$ cat src/rtl/sa_pkg.sv
// Shared definitions for the SA load-protocol driver: state codes, burst
// geometry, legal run lengths and the buffer-select encoding.
package sa_pkg;

   localparam int N     = 8;
   localparam int BURST = 192;

   // Bit t set means T = t is an accepted run length (1, 4 and 8).
   localparam logic [15:0] T_LEGAL = 16'h0112;

   localparam logic [2:0] ST_IDLE    = 3'd0;
   localparam logic [2:0] ST_SEND    = 3'd1;
   localparam logic [2:0] ST_WAIT    = 3'd2;
   localparam logic [2:0] ST_COLLECT = 3'd3;
   localparam logic [2:0] ST_DONE    = 3'd4;

   typedef enum logic [1:0] {
      SEL_IN = 2'd0,
      SEL_Q  = 2'd1,
      SEL_K  = 2'd2,
      SEL_V  = 2'd3
   } buf_sel_t;

   function automatic logic t_legal(input logic [3:0] t);
      return T_LEGAL[t];
   endfunction

   // Number of results SA returns for a run of length t.
   function automatic logic [6:0] out_len(input logic [3:0] t);
      return 7'(int'(t) * N);
   endfunction

endpackage

$ cat src/rtl/sa_drv_buf.sv
// Four 64-byte matrix buffers with one write port and one row-wide read
// port. A read returns the same address from all four buffers so the SEND
// logic can fetch in_data and w_Q for one column position in one access.
// A write to the address being read is forwarded, so a byte written in the
// launch cycle is already visible to the first burst word.
module sa_drv_buf
   import sa_pkg::*;
(
   input  logic            clk,
   input  logic            wr_en,
   input  logic [1:0]      wr_sel,
   input  logic [5:0]      wr_addr,
   input  logic [7:0]      wr_data,
   input  logic [5:0]      rd_addr,
   output logic [3:0][7:0] rd_row
);

   logic [7:0] mem [4][64];

   // Host write port; contents are deliberately not reset so weights survive.
   always_ff @(posedge clk) begin
      if (wr_en) begin
         mem[wr_sel][wr_addr] <= wr_data;
      end
   end

   // Asynchronous read of all four buffers with write-through forwarding.
   always_comb begin
      for (int s = 0; s < 4; s++) begin
         rd_row[s] = mem[s][rd_addr];
         if (wr_en && wr_sel == 2'(s) && wr_addr == rd_addr) begin
            rd_row[s] = wr_data;
         end
      end
   end

endmodule

$ cat src/rtl/sa_driver.sv
// Host-side driver for the SA engine: buffers four matrices, plays the
// 192-cycle input burst, collects T*8 results and reports a wrapping sum.
module sa_driver
   import sa_pkg::*;
#(
   parameter int TIMEOUT = 1023
)
(
   input  logic        clk,
   input  logic        rst_n,
   input  logic        wr_en,
   input  logic [1:0]  wr_sel,
   input  logic [5:0]  wr_addr,
   input  logic [7:0]  wr_data,
   input  logic        start,
   input  logic [3:0]  t_sel,
   output logic        busy,
   output logic        in_valid,
   output logic [3:0]  T,
   output logic [7:0]  in_data,
   output logic [7:0]  w_Q,
   output logic [7:0]  w_K,
   output logic [7:0]  w_V,
   input  logic        out_valid,
   input  logic [63:0] out_data,
   output logic        res_valid,
   output logic [63:0] res_data,
   output logic        res_last,
   output logic        done,
   output logic [63:0] checksum,
   output logic        err
);

   localparam int WW = $clog2(TIMEOUT + 1);

   logic [2:0]      state;
   logic [7:0]      cnt;
   logic [WW-1:0]   wcnt;
   logic [6:0]      n;
   logic [3:0]      t_run;
   logic [63:0]     acc;

   logic            idle_free;
   logic            buf_we;
   logic [7:0]      idx;
   logic [3:0]      t_eff;
   logic [3:0][7:0] row;
   logic [3:0]      nxt_t;
   logic [7:0]      nxt_in;
   logic [7:0]      nxt_q;
   logic [7:0]      nxt_k;
   logic [7:0]      nxt_v;

   // The done cycle already sits in IDLE but still reports busy, so both
   // conditions gate host writes and launches.
   assign idle_free = (state == ST_IDLE) && !busy;
   assign buf_we    = wr_en && idle_free;

   sa_drv_buf u_buf (
      .clk     (clk),
      .wr_en   (buf_we),
      .wr_sel  (wr_sel),
      .wr_addr (wr_addr),
      .wr_data (wr_data),
      .rd_addr (idx[5:0]),
      .rd_row  (row)
   );

   // Burst word for position idx: position 0 at launch, the counter during SEND.
   always_comb begin
      idx    = (state == ST_SEND) ? cnt : 8'd0;
      t_eff  = (state == ST_SEND) ? t_run : t_sel;
      nxt_t  = (idx == 8'd0) ? t_eff : 4'd0;
      nxt_in = (idx < 8'd64 && {1'b0, idx[5:3]} < t_eff) ? row[SEL_IN] : 8'd0;
      nxt_q  = (idx < 8'd64) ? row[SEL_Q] : 8'd0;
      nxt_k  = (idx[7:6] == 2'b01) ? row[SEL_K] : 8'd0;
      nxt_v  = (idx[7:6] == 2'b10) ? row[SEL_V] : 8'd0;
   end

   // Run sequencing, burst output registers and result collection.
   always_ff @(posedge clk or negedge rst_n) begin
      if (!rst_n) begin
         state     <= ST_IDLE;
         cnt       <= '0;
         wcnt      <= '0;
         n         <= '0;
         t_run     <= '0;
         acc       <= '0;
         busy      <= 1'b0;
         in_valid  <= 1'b0;
         T         <= '0;
         in_data   <= '0;
         w_Q       <= '0;
         w_K       <= '0;
         w_V       <= '0;
         res_valid <= 1'b0;
         res_data  <= '0;
         res_last  <= 1'b0;
         done      <= 1'b0;
         checksum  <= '0;
         err       <= 1'b0;
      end else begin
         err       <= 1'b0;
         res_valid <= 1'b0;
         res_last  <= 1'b0;
         done      <= 1'b0;
         case (state)
            ST_IDLE: begin
               if (done) begin
                  busy <= 1'b0;
               end
               if (start && idle_free) begin
                  if (t_legal(t_sel)) begin
                     t_run    <= t_sel;
                     acc      <= '0;
                     checksum <= '0;
                     n        <= '0;
                     wcnt     <= '0;
                     busy     <= 1'b1;
                     in_valid <= 1'b1;
                     T        <= nxt_t;
                     in_data  <= nxt_in;
                     w_Q      <= nxt_q;
                     w_K      <= nxt_k;
                     w_V      <= nxt_v;
                     cnt      <= 8'd1;
                     state    <= ST_SEND;
                  end else begin
                     err <= 1'b1;
                  end
               end
            end
            ST_SEND: begin
               if (out_valid) begin
                  err <= 1'b1;
               end
               if (cnt == 8'(BURST)) begin
                  in_valid <= 1'b0;
                  T        <= '0;
                  in_data  <= '0;
                  w_Q      <= '0;
                  w_K      <= '0;
                  w_V      <= '0;
                  wcnt     <= '0;
                  state    <= ST_WAIT;
               end else begin
                  T       <= nxt_t;
                  in_data <= nxt_in;
                  w_Q     <= nxt_q;
                  w_K     <= nxt_k;
                  w_V     <= nxt_v;
                  cnt     <= cnt + 8'd1;
               end
            end
            ST_WAIT: begin
               if (out_valid) begin
                  res_valid <= 1'b1;
                  res_data  <= out_data;
                  acc       <= acc + out_data;
                  n         <= 7'd1;
                  state     <= ST_COLLECT;
               end else if (wcnt == WW'(TIMEOUT - 1)) begin
                  err   <= 1'b1;
                  state <= ST_DONE;
               end else begin
                  wcnt <= wcnt + 1'b1;
               end
            end
            ST_COLLECT: begin
               if (out_valid) begin
                  res_valid <= 1'b1;
                  res_data  <= out_data;
                  acc       <= acc + out_data;
                  n         <= n + 7'd1;
                  if (n + 7'd1 == out_len(t_run)) begin
                     res_last <= 1'b1;
                     state    <= ST_DONE;
                  end
               end else begin
                  err   <= 1'b1;
                  state <= ST_DONE;
               end
            end
            ST_DONE: begin
               done     <= 1'b1;
               checksum <= acc;
               state    <= ST_IDLE;
            end
            default: begin
               state <= ST_IDLE;
            end
         endcase
      end
   end

endmodule

$ cat config.mk
export PLATFORM = sky130hd
export DESIGN_NAME = sa_driver
export DESIGN_NICKNAME = d
export VERILOG_FILES = /design/src/rtl/sa_pkg.sv /design/src/rtl/sa_drv_buf.sv /design/src/rtl/sa_driver.sv
export SDC_FILE = /design/constraint.sdc
export NUM_CORES = 2
export LEC_CHECK = 0
export BUFFER_PORTS_ARGS = -buffer_cell sky130_fd_sc_hd__buf_2
export CAP_MARGIN = 15
export CELL_PAD_IN_SITES_DETAIL_PLACEMENT = 0
export CELL_PAD_IN_SITES_GLOBAL_PLACEMENT = 1
export CORE_ASPECT_RATIO = 0.7
export CORE_MARGIN = 3
export CORE_UTILIZATION = 50
export CTS_BUF_LIST = sky130_fd_sc_hd__clkbuf_2
export CTS_CLUSTER_DIAMETER = 150
export DETAILED_ROUTE_END_ITERATION = 6
export HOLD_SLACK_MARGIN = 0.12
export PLACE_DENSITY = 0.77
export REMOVE_ABC_BUFFERS = 1
export SYNTH_ARGS = -nofsm -noshare
export SYNTH_HDL_FRONTEND = slang
export SYNTH_HIERARCHICAL = 1
export SYNTH_SLANG_ARGS = --single-unit
export TNS_END_PERCENT = 1
$ cat constraint.sdc
create_clock -name clk -period 3.9 [get_ports clk]
set_input_delay 0.585 -clock clk [delete_from_list [all_inputs] [get_ports clk]]
set_output_delay 0.585 -clock clk [all_outputs]
set_load 0.1 [all_outputs]
==> out/qor.yml <==
status: "finished, final reports clean"
multi_input_area_sq_mm: 0.0244
setup_ws_ns: 0.0957
antenna_found_initial: 16
core.rowCount: 132
wire_per_inst_microns: 28.7
p_total_mw: 64.3
cp.required_ns: 5.10
critPathCaptureType: "flip-flop"
worst-path-buf-inv: 4
final_common_cell: "edfxtp_1"
period_needed_ns: 3.80
grt_max_degree: 152
cap_violations: 0
post-route-util: 0.591
gp_congestion: 0.916
arrival_ns: 5.01
critPathTopFamily: "simple AND/OR/NAND/NOR gates"
design_area_sq_mm: 0.110
netlist_area_sq_mm: 0.0941
cts_num_sinks: 2314
final_cell_mix: "edfxtp_1, clkbuf_2, nand2_1"
timing.hold.ws_ns: 0.318
crit_path_max_fanout: 12
cts_made_buffers: 551
area_growth_pct: 16.8
ioPinCount: 259
place_hpwl_mm: 179
slew_viol_final: 0
fillers: 14300
vdd_drop_max_uv: 434
fin_setup_tns_ns: 0
layout-drive-gt1-share: 0.299
placed_cell_area_sq_mm: 0.102
register_area_sq_mm: 0.0682
ys.warnings.count: 6
finalCritPeriodShare: 0.975
root_buffer: "clkbuf_2"
fin_skew_ns: 0.197
synthFlopType: "edfxtp_1"
synth_cell_types: 88
clk_path_buf_depth: 4
relSlewSlack: 0.105
vias: 58600
wirelength_mm: 279
synth_seq_cells: 2314
placedCellCount: 8438
grt_util_all_layers: 0.286
syn_avg_cell_area_sq_um: 17.1
crit_top_cell: "buf_4"
cts_tree: "done"
rsz0062_at_grt: "no"
grt_first_pass_wirelength_mm: 403
nNetsFinal: 6980
cp_slowest_cell: "dlygate4sd3_1"
worstSetupStartpointType: "flip-flop"
slowest_delay_ns: 0.66
synth_edf_count: 2048
hold_class: "in2reg"
max_freq_mhz: 263
h-tree-depth: 6
placement.io_buffers: 258
antenna_left: 0
clk_pin_slew_ns: 0.11
p_leak_nw: 38.6
async_flop_share: 0.115
grt_pass1_vias: 57900
cp_cell_sequence: "or3_1 > nor2_1 > and2_1 > buf_4 > and4b_1 > dlygate4sd3_1 > nand2_1 > buf_4 > nor2_1 > buf_4"
core-area_sq_mm: 0.186
dieArea_sq_mm: 0.193
setup_violations: 0
clkLatencyLatePin_ns: 1.62
worst_pin_slew_ns: 1.34
drt-pass1-iter-count: 6
die_h_microns: 369
final_cells: 9724
finalHoldViolCount: 0
post_cts_buffers: 0
ys_seq_area_frac: 0.724
start_util: 0.506
dr.first_iter.drc_count: 8364
drc: 0
grt-ovfl-total: 0
power_density_mw_per_mm2: 585
path_class: "reg2reg"
pre_cts_ws_ns: -0.146
die_w_microns: 524
viasPerCell: 6.03
syn-instance-count: 5492
## synthesized netlist by cell type, drive strengths merged (32+ instances only)
cell	count	area, sq um
mux4	431	9710
dfrtp	266	6660
a21oi	87	435
o21ai	194	978
buf	151	893
nand2	570	2140
a22o	40	350
o22ai	68	425
mux2i	233	2330
ha	70	876
edfxtp	2048	61500
and3	35	219
clkbuf	178	669
a22oi	161	1210
nor2	352	1320
xnor2	42	368
a31oi	44	290
a21o	39	293
xor2	32	280
nand3	90	450
## cell type report
cell class              instances  share of cell area
diodes                         12            0.000273
well taps                    2479              0.0282
flip-flops and latches       2314               0.620
clock inverters               151             0.00844
clock buffers                 815              0.0371
multi-input cells            2822               0.222
repair buffers               1104              0.0829
inverters                      27            0.000922
## metal layers
metal,wire (microns),share of wire,track usage
met2,120000,0.43,0.400
met1,115000,0.41,0.435
met4,7270,0.026,0.0851
met3,36400,0.13,0.0835
met5,63,0.00023,0
## cell families after synthesis
family          count (synthesis)  share of synthesized area
xor+xnor                       74                    0.00689
flops                        2314                      0.724
simple gates                 1237                     0.0574
buf+inv                       356                     0.0177
mux                           678                      0.130
compound gates                762                     0.0544
fa+ha+maj                      71                    0.00952
## flip-flops by register name, summed over array words and instances, names as in the netlist
name       flops
w_K            8
res_valid      1
w_V            8
checksum      64
acc           64
cnt            8
res_last       1
done           1
t_run          4
res_data      64
busy           1
w_Q            8
in_valid       1
state          3
in_data        8
T              4
u_buf/mem   2048
wcnt          10
n              7
err            1
## worst paths after layout
kind	startpoint	to	slack, ns	depth (start not counted)
max reg2reg	state[1]	u_buf/mem[1][274]	0.1	10
max	state[1]	u_buf/mem[1][274]	0.1	10
min in group asynchronous	rst_n	res_data[7]	0.74	5
max in group asynchronous	rst_n	cnt[7]	2.29	6
min	wr_data[2]	u_buf/mem[2][314]	0.32	2
min reg2reg	acc[4]	checksum[4]	0.46	2
## power breakdown
part	switching [mW]	total, mW	internal (mW)
clock network	9.66	16.0	6.35
logic	13.1	19.5	6.37
registers	0.871	28.9	28.0
total	23.6	64.3	40.7
## what timing repair did
| action | 4_1_cts | 5_1_grt |
|---|---|---|
| hold endpoints to repair | 4306 | 0 |
| hold buffers | 307 | 0 |
| gates resized for setup | 1 | 3 |
| endpoints found under the setup margin | 1 | 2 |
| pin swaps | 0 | 0 |
(Power assumes the default switching activity.)
